<file path="src/rtl/serial_tx_arbiter.sv">
// Two-requester round-robin arbiter feeding one MSB-first serial shift-out channel.
// Optional even-parity trailer bit enabled by defining SERIAL_TX_PARITY_EN.
module serial_tx_arbiter #(
  parameter int WIDTH = 4
) (
  input  logic             clk,
  input  logic             reset,
  input  logic             req0_valid,
  input  logic [WIDTH-1:0] req0_data,
  output logic             req0_ready,
  input  logic             req1_valid,
  input  logic [WIDTH-1:0] req1_data,
  output logic             req1_ready,
  output logic             sdo,
  output logic             sdo_valid,
  output logic             grant_id,
  output logic             busy,
  output logic             done,
  output logic [1:0]       dbg_state_o
);

`ifdef SERIAL_TX_PARITY_EN
  localparam int SW = WIDTH + 1;
`else
  localparam int SW = WIDTH;
`endif
  localparam int CW = $clog2(SW);
  localparam logic [CW-1:0] CNT_INIT = CW'(SW - 1);

  typedef enum logic [1:0] {
    IDLE  = 2'd0,
    SHIFT = 2'd1,
    GAP   = 2'd2
  } state_t;

  state_t          state_q, state_d;
  logic [SW-1:0]   shreg_q, shreg_d;
  logic [CW-1:0]   cnt_q, cnt_d;
  logic            grant_q, grant_d;
  logic            last_q, last_d;
  logic            sdo_valid_q, busy_q, done_q;

  // Handshake rule: a word moves when reqN_valid && reqN_ready; ready is only
  // offered in IDLE, to the single arbitration winner, and never during reset.
  logic            any_valid, win, handshake;
  logic [WIDTH-1:0] win_data;
  logic [SW-1:0]   load_word;

  assign any_valid = req0_valid | req1_valid;
  assign win       = (req0_valid & req1_valid) ? ~last_q : req1_valid;
  assign win_data  = win ? req1_data : req0_data;
  assign req0_ready = (state_q == IDLE) & ~reset & any_valid & ~win;
  assign req1_ready = (state_q == IDLE) & ~reset & any_valid & win;
  assign handshake  = req0_ready | req1_ready;

`ifdef SERIAL_TX_PARITY_EN
  assign load_word = {win_data, ^win_data};
`else
  assign load_word = win_data;
`endif

  always_comb begin
    state_d = state_q;
    shreg_d = shreg_q;
    cnt_d   = cnt_q;
    grant_d = grant_q;
    last_d  = last_q;
    case (state_q)
      IDLE: begin
        if (handshake) begin
          shreg_d = load_word;
          grant_d = win;
          last_d  = win;
          cnt_d   = CNT_INIT;
          state_d = SHIFT;
        end
      end
      SHIFT: begin
        // Zero fill leaves the register clear, so sdo idles low in GAP/IDLE.
        shreg_d = {shreg_q[SW-2:0], 1'b0};
        if (cnt_q == '0) state_d = GAP;
        else             cnt_d   = cnt_q - 1'b1;
      end
      GAP:     state_d = IDLE;
      default: state_d = IDLE;
    endcase
  end

  always_ff @(posedge clk) begin
    if (reset) begin
      state_q     <= IDLE;
      shreg_q     <= '0;
      cnt_q       <= '0;
      grant_q     <= 1'b0;
      last_q      <= 1'b1;
      sdo_valid_q <= 1'b0;
      busy_q      <= 1'b0;
      done_q      <= 1'b0;
    end else begin
      state_q     <= state_d;
      shreg_q     <= shreg_d;
      cnt_q       <= cnt_d;
      grant_q     <= grant_d;
      last_q      <= last_d;
      sdo_valid_q <= (state_d == SHIFT);
      busy_q      <= (state_d != IDLE);
      done_q      <= (state_d == GAP);
    end
  end

  assign sdo         = shreg_q[SW-1];
  assign sdo_valid   = sdo_valid_q;
  assign busy        = busy_q;
  assign done        = done_q;
  assign grant_id    = grant_q;
  assign dbg_state_o = state_q;

endmodule

</file>
<file path="config.mk">
export PLATFORM = sky130hd
export DESIGN_NAME = serial_tx_arbiter
export DESIGN_NICKNAME = d
export VERILOG_FILES = /design/src/rtl/serial_tx_arbiter.sv
export SDC_FILE = /design/constraint.sdc
export NUM_CORES = 1
export LEC_CHECK = 0
export BUFFER_PORTS_ARGS = -buffer_cell sky130_fd_sc_hd__buf_4
export CORE_MARGIN = 3
export CORE_UTILIZATION = 47
export DETAILED_ROUTE_END_ITERATION = 8
export PLACE_DENSITY = 0.72
export SLEW_MARGIN = 20
export SYNTH_ARGS = -nofsm -noshare
export SYNTH_HDL_FRONTEND = slang
export SYNTH_SLANG_ARGS = --single-unit
export TNS_END_PERCENT = 100
</file>
<file path="constraint.sdc">
create_clock -name clk -period 1.6 [get_ports clk]
set_clock_uncertainty 0.1 [all_clocks]
set_input_delay 0 -clock clk [delete_from_list [all_inputs] [get_ports clk]]
set_output_delay 0 -clock clk [all_outputs]
set_load 0.03 [all_outputs]
</file>
; ---- After elaboration in Yosys (flattened, before gate mapping)
; Cells that the tools add are included.
; Widths: inputs -> output; s select.
[totals]
wordCells = 41
regBits = 13
output_inout_bits = 9
in_bits = 12
[classes]
eq_ne = 5
addsub = 1
bitwise_logic = 10
muxes = 10
n_reduce_logical = 7
[op_table]
columns = operator, n
row1 = $mux 2, 4
row2 = $mux 4, 2
row3 = $pmux 2 s2, 2
row4 = $pmux 4 s2, 1
row5 = $and 1x1->1, 5
row6 = $eq 2x1->1 const B, 2
row7 = $logic_not 2->1, 2
row8 = $ne 2x2->1 const B, 2
row9 = $reduce_and 2->1, 2
row10 = $reduce_bool 2->1, 2
row11 = $not 1->1, 3
row12 = $reduce_and 3->1, 1
row13 = $eq 2x2->1 const B, 1
row14 = $or 1x1->1, 2
row15 = $sub 2x1->2 const B, 1
row16 = $mux 1, 1

; ---- Longest topological paths before layout
; Gate-level depths: netlist of the first run.
[logic_depth]
word_depth = 8
mapped_depth = 5

; ---- Worst setup path after synthesis of the first run
; Ideal clock, no wire load.
[synth_timing]
kind = register -> register
start = register state_q[0] (netlist: dbg_state_o[0])
end = register cnt_q[1]
required_time_ns = 1.414
arrival_time_ns = 1.282
stages_incl_launch_ff = 5
setup_slack_ns = 0.132
n_path_buf = 1
cell_sequence = dfxtp_1 buf_6 nor3b_1 a211oi_1 a211oi_1
[synth_via]
elab_chain_cells = 7
elab_cells_between_ends = 12
[synth_lines]
columns = item, line_no
row1 = "start, declared", 36  ; state_t state_q, state_d;
row2 = "start signal, assigned", 100  ; state_q <= state_d;
row3 = $logic_not 2->1, "52, 53, 68"
row4 = $and 1x1->1 (2 in series), "52, 53"
row5 = "$and 1x1->1, on equally long branches", "52, 53"
row6 = $or 1x1->1, 54  ; assign handshake = req0_ready | req1_ready;
row7 = $ne 2x2->1 (no line), --
row8 = $reduce_and 3->1 (no line), --
row9 = "end signal, assigned", 102  ; cnt_q <= cnt_d;
row10 = "end, declared", 38  ; logic [CW-1:0] cnt_q, cnt_d;
; Several ways; a longest one is shown, not always the timed one.
; A chain may end at the register's enable or synchronous reset.

; ---- Final worst setup path of the first run
[layout_timing]
start = input req0_valid
end = output req1_ready
[layout_via]
elab_chain_cells = 3
elab_cells_between_ends = 5
[layout_lines]
columns = item, line_no
row1 = "start, declared", 8  ; input logic req0_valid,
row2 = $or 1x1->1 / $and 1x1->1 (equally long branches), "49, 50"
row3 = $and 1x1->1 / $mux 1 (equally long branches), "53, 50"
row4 = $and 1x1->1 *, 53  ; assign req1_ready = (state_q == IDLE) & ~reset & any_valid & win;
row5 = "end, declared", 13  ; output logic req1_ready,
; Every way passes the cells marked *; elsewhere a longest branch is shown, timed or not.

==> metrics.cfg, run 1 <==
[outcome]
status=complete, no violations

[global_route]
antenna_found_initial=0
grt_pass1_vias=554
grt_max_degree=15
grt-ovfl-total=0
grt_pass1_wl_um=2360
track_usage_pct=17.2

[clock_tree]
cts_max_level=1
clk_latency_ns=0.27
cts_tree=yes
clkTransAtPathRegs_ns=0.08
clockBufferDepth=2
cts_root_buf=clkbuf_4
numCtsBuffers=3
clock-sinks=13

[yosys]
synth-simple-area-share_pct=23.9
syn_inst=67
synth.area.mux_share_pct=1.59
avgSynthCellArea_um2=9.39
mappedNetlistArea_um2=629
yosys.area_share.xor_xnor_pct=0
synth_top_family_by_area=simple AND/OR/NAND/NOR gates
ys_ff_latch=13
synth.net_count=80
yosys.area_share.adder_pct=1.99
synth-compound-area-share_pct=23.3
ys_seq_area_share_pct=41.4
ys_types=32
yosys_warnings=0

[final_layout]
stdcell_count=110
area_growth_pct=40.6
n_fill_cell=95
num_antenna_cells=0
final_nets=110
drive_gt1_share_pct=32.3

[timing]
fin_crit_sh_pct=89.3
timing.fmax_ghz=0.700
finalCriticalPeriod_ns=1.43
timing_hold_violations_final=0
slew_headroom_pct=71.2
setup_tns_ns=0
tightestPinTransition_ns=0.432
fin_hold_ws_ns=0.0145
setup_viol=0
rsz0062_at_grt=false
layout_setup_ws_ns=0.172
drv_slew=0

[run]
drv_cap=0

[worst_setup_path]
worstSetupPathType=primary input to output port
worst_setup_path_start_kind=primary input
reg2regPathDepth=2
cp.arrival_ns=1.33
cp-startpoint=req0_valid
cp-endpoint=req1_ready
rr_endpoint=last_q
crit_fanout=8
required_ns=1.50
reg2reg_slack_ns=0.21
endpoint_kind=output port
r2r-start=dbg_state_o[1]

[pwr]
p_per_area_nw_per_um2=890
leakage_nw=0.378
worst_ir_drop_vdd_mv=0.588
finalPower_mw=0.787

[worst_hold_path]
holdCritStartpoint=req1_data[1]
hold_path_class=primary input to flop

[die]
io_pins=21
num_rows=12
initial_core_util_pct=53.1
fp.dieH_um=42.6
core-area_um2=1190
die_w_um=42.6
dieArea_um2=1810

[detailed_routing]
ant_nets=0
drt-vias-per-instance=5.34
first_pass_iters=4
wl_per_cell_um=12.2
routed_wl_um=1350
route.detailed.drc=0
via_count=587
drt_iter0_drc=5

[placed_design]
dpl.cell_count=97
gp_congestion=0.773
dp_hpwl_um=937
port_buffers=20
place_ws_ns=0.113

metrics by stage:
stage | instance area, um2 | utilization, %
after floorplan | 629 | -
after CTS | 880 | 74.2
after global placement | 766 | 64.6
after detailed placement | 766 | 64.6
final | 885 | 74.6
after global routing | 885 | 74.6
flip-flops by register name, summed over array words and instances (netlist names):
register	count
dbg_state_o	2
done	1
grant_id	1
sdo_valid	1
cnt_q	2
last_q	1
busy	1
shreg_q	4
layout make-up:
class,count,area (um2),area share (%)
Clock buffer,4,26.3,2.97
Inverter,5,18.8,2.12
Multi-Input combinational cell,45,324,36.6
Sequential cell,13,260,29.4
Tap cell,14,17.5,1.98
Timing Repair Buffer,29,238,26.9
how the worst min path moves through the flow:
stage | to | cells past startpoint
final | shreg_q[1] | 4
after global placement | shreg_q[3] | 3
after global routing | shreg_q[1] | 4
after detailed placement | shreg_q[3] | 3
after floorplan | shreg_q[0] | 1
after CTS | shreg_q[1] | 4
placed cells by master (no fill, tap or decap), types with 2 or more instances in the layout:
| cell type | synthesis | layout |
|---|---|---|
| a41oi_1 | 2 | 2 |
| a21oi_1 | 4 | 4 |
| nand2_1 | 2 | 2 |
| nor3b_1 | 3 | 2 |
| nand4_1 | 2 | 2 |
| inv_1 | 5 | 5 |
| clkbuf_4 | 0 | 3 |
| dfxtp_1 | 13 | 13 |
| a211oi_1 | 3 | 3 |
| buf_4 | 0 | 21 |
| a221o_1 | 2 | 2 |
| nand2b_1 | 2 | 2 |
| nor2_1 | 5 | 5 |
| dlygate4sd3_1 | 0 | 8 |
| nand3_1 | 2 | 2 |
| o21ai_0 | 2 | 2 |
Yosys cell counts (all sizes together):
cell type,count,area [um2]
dfxtp,13,260
inv,5,18.8
nor2,5,18.8
a21oi,4,20.0
a211oi,3,22.5
buf,3,27.5
nor3b,3,22.5
a221o,2,20.0
a22oi,2,20.0
a41oi,2,17.5
nand2,2,7.51
nand2b,2,12.5
nand3,2,10.0
nand4,2,12.5
nor3,2,21.3
o21ai,2,10.0
a21boi,1,11.3
a21o,1,7.51
a221oi,1,8.76
a311oi,1,8.76
and2,1,7.51
and2b,1,8.76
and3,1,7.51
clkbuf,1,3.75
ha,1,12.5
mux2i,1,10.0
nor2b,1,6.26
or2,1,6.26
or3b,1,8.76
kinds of logic after synthesis:
logic type | after synthesis
AOI/OAI and AO/OA | 19
adders and majority gates | 1
buffers and inverters | 9
DFF | 13
muxes | 1
and+or+nand+nor | 24
worst max-delay path: stages:
cell and delay, ns:
dlygate4sd3_1 0.53, buf_4 0.16, a21boi_2 0.28, and2_2 0.20, buf_4 0.15
repair_timing:
action / 4_1_cts / 5_1_grt
endpoints found under the setup margin: 1 / 2
setup buffers: 1 / 0
gates resized for setup: 0 / 1
hold buffers: 8 / 0
pin swaps: 1 / 0
hold endpoints to repair: 13 / 0
report_power, final:
part           switching [mW]  internal, mW  total (mW)
registers              0.0235         0.353       0.376
logic                   0.107         0.105       0.212
clock network           0.102        0.0966       0.199
layer usage:
layer	wire [um]	global-route usage, %	share of wire (%)
met1	601	21.2	45
met2	675	28.3	50
met3	69	6.44	5.1
met4	0	3.73	0
met5	0	0	0
No activity file was read; power rests on OpenSTA's default activity.
==> inputs of run 2 (changes only) <==
Settings changed: CORE_AREA set to 3 3 40 42, CORE_MARGIN 3 to not set, CORE_UTILIZATION 47 to not set, DIE_AREA set to 0 0 43 45, PLACE_DENSITY 0.72 to 0.73.
Clock period 1.6 ns to 1.8 ns, I/O delays scaled along.
==> run 2 against run 1 <==
Net effect:
- global-route usage down 0.25 points
- critical path depth down 1
- hold slack worse by 0.0067 ns
- final cell count unchanged
- first-iteration DRC count rose to 5.8 times the previous value
- setup slack worse by 0.019 ns
- register-to-register slack worse by 0.06 ns
- non-clock buffer count down 1
- combinational power down 11%
- critical path type is now flop to flop
==> metrics.cfg, run 2 (synthesis gave the netlist of run 1 again) <==
[timing]
fin_crit_sh_pct=91.5
slew_headroom_pct=67.9
rsz0062_at_grt=false
tightestPinTransition_ns=0.481
layout_setup_ws_ns=0.153
drv_slew=0
timing_hold_violations_final=0
setup_tns_ns=0
finalCriticalPeriod_ns=1.65
timing.fmax_ghz=0.607
setup_viol=0

[global_route]
grt_pass1_vias=586
grt_pass1_wl_um=2420
grt-ovfl-total=0
grt_max_degree=15
track_usage_pct=16.9
antenna_found_initial=0

[die]
initial_core_util_pct=49.0
die_w_um=43
fp.dieH_um=45
core-area_um2=1280
dieArea_um2=1940
io_pins=21
num_rows=13

[outcome]
status=complete, no violations

[clock_tree]
clock-sinks=13
clockBufferDepth=2
cts_tree=yes
numCtsBuffers=3
cts_max_level=1
clk_latency_ns=0.27
clkTransAtPathRegs_ns=0.08
cts_root_buf=clkbuf_4

[placed_design]
dp_hpwl_um=981
port_buffers=20
place_ws_ns=0.275
gp_congestion=0.795

[pwr]
p_sw_mw=0.209
swShare_pct=29.9
seq_power_share_pct=47.9
leakage_nw=0.375
p_per_area_nw_per_um2=796
clock_power_share_pct=25.3
worst_ir_drop_vdd_mv=0.520
p_int_mw=0.492
comb_power_share_pct=26.8

[worst_setup_path]
worst_setup_path_start_kind=flop
cp.arrival_ns=1.73
rr_endpoint=shreg_q[0]
path_cells=a21boi_4 -> mux2i_1 -> dlygate4sd3_1 -> a311oi_1
endpoint_kind=flop
worst-path-buf-inv=1
cp_slowest_cell=dlygate4sd3_1
cpPeakStageDelay_ns=0.55
worstSetupPathType=flop to flop
r2r-start=last_q
crit_fanout=6
reg2reg_slack_ns=0.15
cp_top_family=buffers and inverters
required_ns=1.89
reg2regPathDepth=4

[detailed_routing]
first_pass_iters=4
wl_per_cell_um=12.8
drt_iter0_drc=29
drt-vias-per-instance=5.45
ant_nets=0
routed_wl_um=1410
route.detailed.drc=0
via_count=600

[final_layout]
drive_gt1_share_pct=30.5
top_register=shreg_q
final_nets=109
area_growth_pct=40.0
num_antenna_cells=0
final_common_cell=buf_4
final_cell_mix=buf_4 (20), dfxtp_1 (13), dlygate4sd3_1 (8)
largest_register_ffs=4

[worst_hold_path]
holdPathEnd=shreg_q[2]
hold_depth=3
hold_path_class=primary input to flop
holdCritStartpoint=req0_valid

[run]
drv_cap=0

run 2: cell count changes in the layout (fill, tap and decap cells not counted), sizes merged:
cell,delta
buf,-1
run 2: cell type report:
cell class | count | area [um2]
clock buffer | 4 | 26.3
fill | 97 | 404
inverter | 5 | 18.8
multi-input combinational | 45 | 327
sequential | 13 | 260
tap | 15 | 18.8
timing repair buffer | 28 | 230
run 2: worst register-to-register path, stage by stage (launching register included):
cell           delay (ns)
dfxtp_1              0.35
a21boi_4             0.23
mux2i_1              0.10
dlygate4sd3_1        0.55
a311oi_1             0.24
run 2: power by group through the flow:
stage               combinational [mW]  clock [mW]  sequential [mW]
global route                     0.205       0.206            0.340
detailed placement               0.171           0            0.341
global placement                 0.168           0            0.340
finish                           0.188       0.177            0.336
floorplan                        0.100           0            0.355
CTS                              0.184       0.184            0.335
run 2: through the flow:
step	hold slack (ns)	util (%)	total power, mW	std cells	area (um2)
2_1_floorplan	-0.0279	-	0.456	67	629
3_3_place_gp	0.201	59.7	0.508	98	767
3_5_place_dp	0.204	59.7	0.512	98	767
4_1_cts	0.000582	67.2	0.702	109	863
5_1_grt	0.0105	68.5	0.751	110	881
6_report	0.00781	68.5	0.701	110	881
run 2: repair_timing:
| item | CTS | global route |
|---|---|---|
| gates resized for setup | 0 | 1 |
| setup buffers | 0 | 0 |
| hold buffers | 7 | 1 |
| endpoints found under the hold margin | 13 | 1 |
| setup endpoints to repair | 0 | 1 |
run 2: per-layer routing:
layer	wire [um]	track usage, %	part of all wire, %
met4	11	11.4	0.78
met3	71	5.18	5.0
met2	685	26.6	49
met5	0	0	0
met1	643	20.0	46
run 2: worst max-delay path by stage:
stage / start / endpoint / slack (ns) / cells past startpoint
finish: last_q / shreg_q[0] / 0.15 / 4
global route: cnt_q[0] / cnt_q[1] / 0.04 / 5
CTS: last_q / shreg_q[0] / 0.07 / 4
detailed placement: cnt_q[0] / cnt_q[1] / 0.27 / 5
global placement: dbg_state_o[0] / cnt_q[1] / 0.39 / 3
floorplan: dbg_state_o[0] / cnt_q[1] / 0.33 / 4
==> inputs of run 3 (changes only) <==
Clock period 1.8 ns to 1.9 ns, I/O delays scaled along.
==> run 3 against run 2 <==
Net effect:
- clock power decreased by 9.6%
- sequential power decreased by 6%
- count of clock-buffer cells in the layout unchanged
- setup slack improved by 0.0023 ns
- critical path depth unchanged
- power decreased by 6.9%
- largest cell class unchanged
- largest power group unchanged
==> metrics.cfg, run 3 (synthesis gave the netlist of run 1 again) <==
[pwr]
p_sw_mw=0.189
seq_power_share_pct=48.6
finalPower_mw=0.652
clock_power_share_pct=24.5
worst_ir_drop_vdd_mv=0.652
p_per_area_nw_per_um2=756
comb_power_share_pct=26.9
leakage_nw=0.366
p_int_mw=0.463
swShare_pct=29.0

[final_layout]
largest_register_ffs=4
top_register=shreg_q
num_antenna_cells=0
final_common_cell=buf_4
area_growth_pct=37.2
fin_area_um2=863
final_cell_mix=buf_4 (20), dfxtp_1 (13), dlygate4sd3_1 (7)
final_nets=108
drive_gt1_share_pct=30.9

[timing]
timing.fmax_ghz=0.573
layout_setup_ws_ns=0.155
tightestPinTransition_ns=0.446
fin_crit_sh_pct=91.8
setup_tns_ns=0
rsz0062_at_grt=false
setup_viol=0
finalCriticalPeriod_ns=1.75
slew_headroom_pct=70.2
drv_slew=0
timing_hold_violations_final=0

[worst_setup_path]
worstSetupPathType=flop to flop
endpoint_kind=flop
cp.arrival_ns=1.83
required_ns=1.98
worst_setup_path_start_kind=flop
r2r-start=last_q
cp-startpoint=last_q
crit_fanout=6

[detailed_routing]
drt-vias-per-instance=5.28
first_pass_iters=4
wl_met2_um=717
wl_per_cell_um=13.2
via_count=575
top_layer=met4
wl_met1_um=629
route.detailed.drc=0
drt_iter0_drc=5
routed_wl_um=1440
ant_nets=0
wl_met3_um=67

[global_route]
antenna_found_initial=0
track_usage_pct=16.9
grt-ovfl-total=0
grt_max_degree=15
grt_pass1_vias=579
grt_pass1_wl_um=2370

[clock_tree]
cts_tree=yes
clockBufferDepth=2
cts_max_level=1
numCtsBuffers=3
ctsResizeCount=0
clk_latency_ns=0.27
cts_root_buf=clkbuf_4
clkTransAtPathRegs_ns=0.07
clock-sinks=13

[die]
die_w_um=43
dieArea_um2=1940
core-area_um2=1280
initial_core_util_pct=49.0
fp.dieH_um=45
num_rows=13
io_pins=21

[placed_design]
dp_hpwl_um=984
gp_congestion=0.795
dpl_cell_area_um2=767
port_buffers=20
place_ws_ns=0.418

[worst_hold_path]
holdCritStartpoint=req0_valid
hold_path_class=primary input to flop

[outcome]
status=complete, no violations

[run]
drv_cap=0

run 3: final timing paths:
check	to	slack, ns	cells after the start
worst max-delay path	shreg_q[0]	0.15	4
worst min-delay path	shreg_q[3]	0.01	3
worst max register to register	shreg_q[0]	0.15	4
worst min register to register	cnt_q[0]	0.38	2
run 3: metrics by stage:
stage	cells	hold WS (ns)	util, %
after global routing	109	0.0166	67.2
after global placement	98	0.201	59.7
final	109	0.0115	67.2
after floorplan	67	-0.0279	-
after CTS	109	0.00801	67.2
after detailed placement	98	0.209	59.7
run 3: layer usage:
metal,GRT usage [%],up-vias
li1,-,301
met5,0,-
met1,18.0,255
met4,8.43,0
met2,29.3,15
met3,6.37,4
run 3: power by group through the flow:
stage | registers (mW) | clock network (mW) | logic (mW)
floorplan | 0.337 | 0 | 0.0951
global placement | 0.322 | 0 | 0.159
detailed placement | 0.323 | 0 | 0.162
CTS | 0.317 | 0.166 | 0.176
global route | 0.320 | 0.179 | 0.192
finish | 0.317 | 0.160 | 0.175
run 3: worst max-delay path, cell delays in order, from the launching register on:
cell and delay [ns]:
dfxtp_1 0.33, a21boi_2 0.29, mux2i_1 0.13, dlygate4sd3_1 0.57
a311oi_1 0.24
run 3: cell type report:
cell class / instances / area [um2]
clock buffer: 4 / 26.3
fill: 119 / 422
inverter: 5 / 18.8
multi-input combinational: 45 / 319
sequential: 13 / 260
tap: 15 / 18.8
timing repair buffer: 27 / 220
run 3: timing repair:
| action | in CTS | in global routing |
|---|---|---|
| hold buffers | 7 | 0 |
| buffers inserted | 0 | 0 |
| hold endpoints to repair | 13 | 0 |
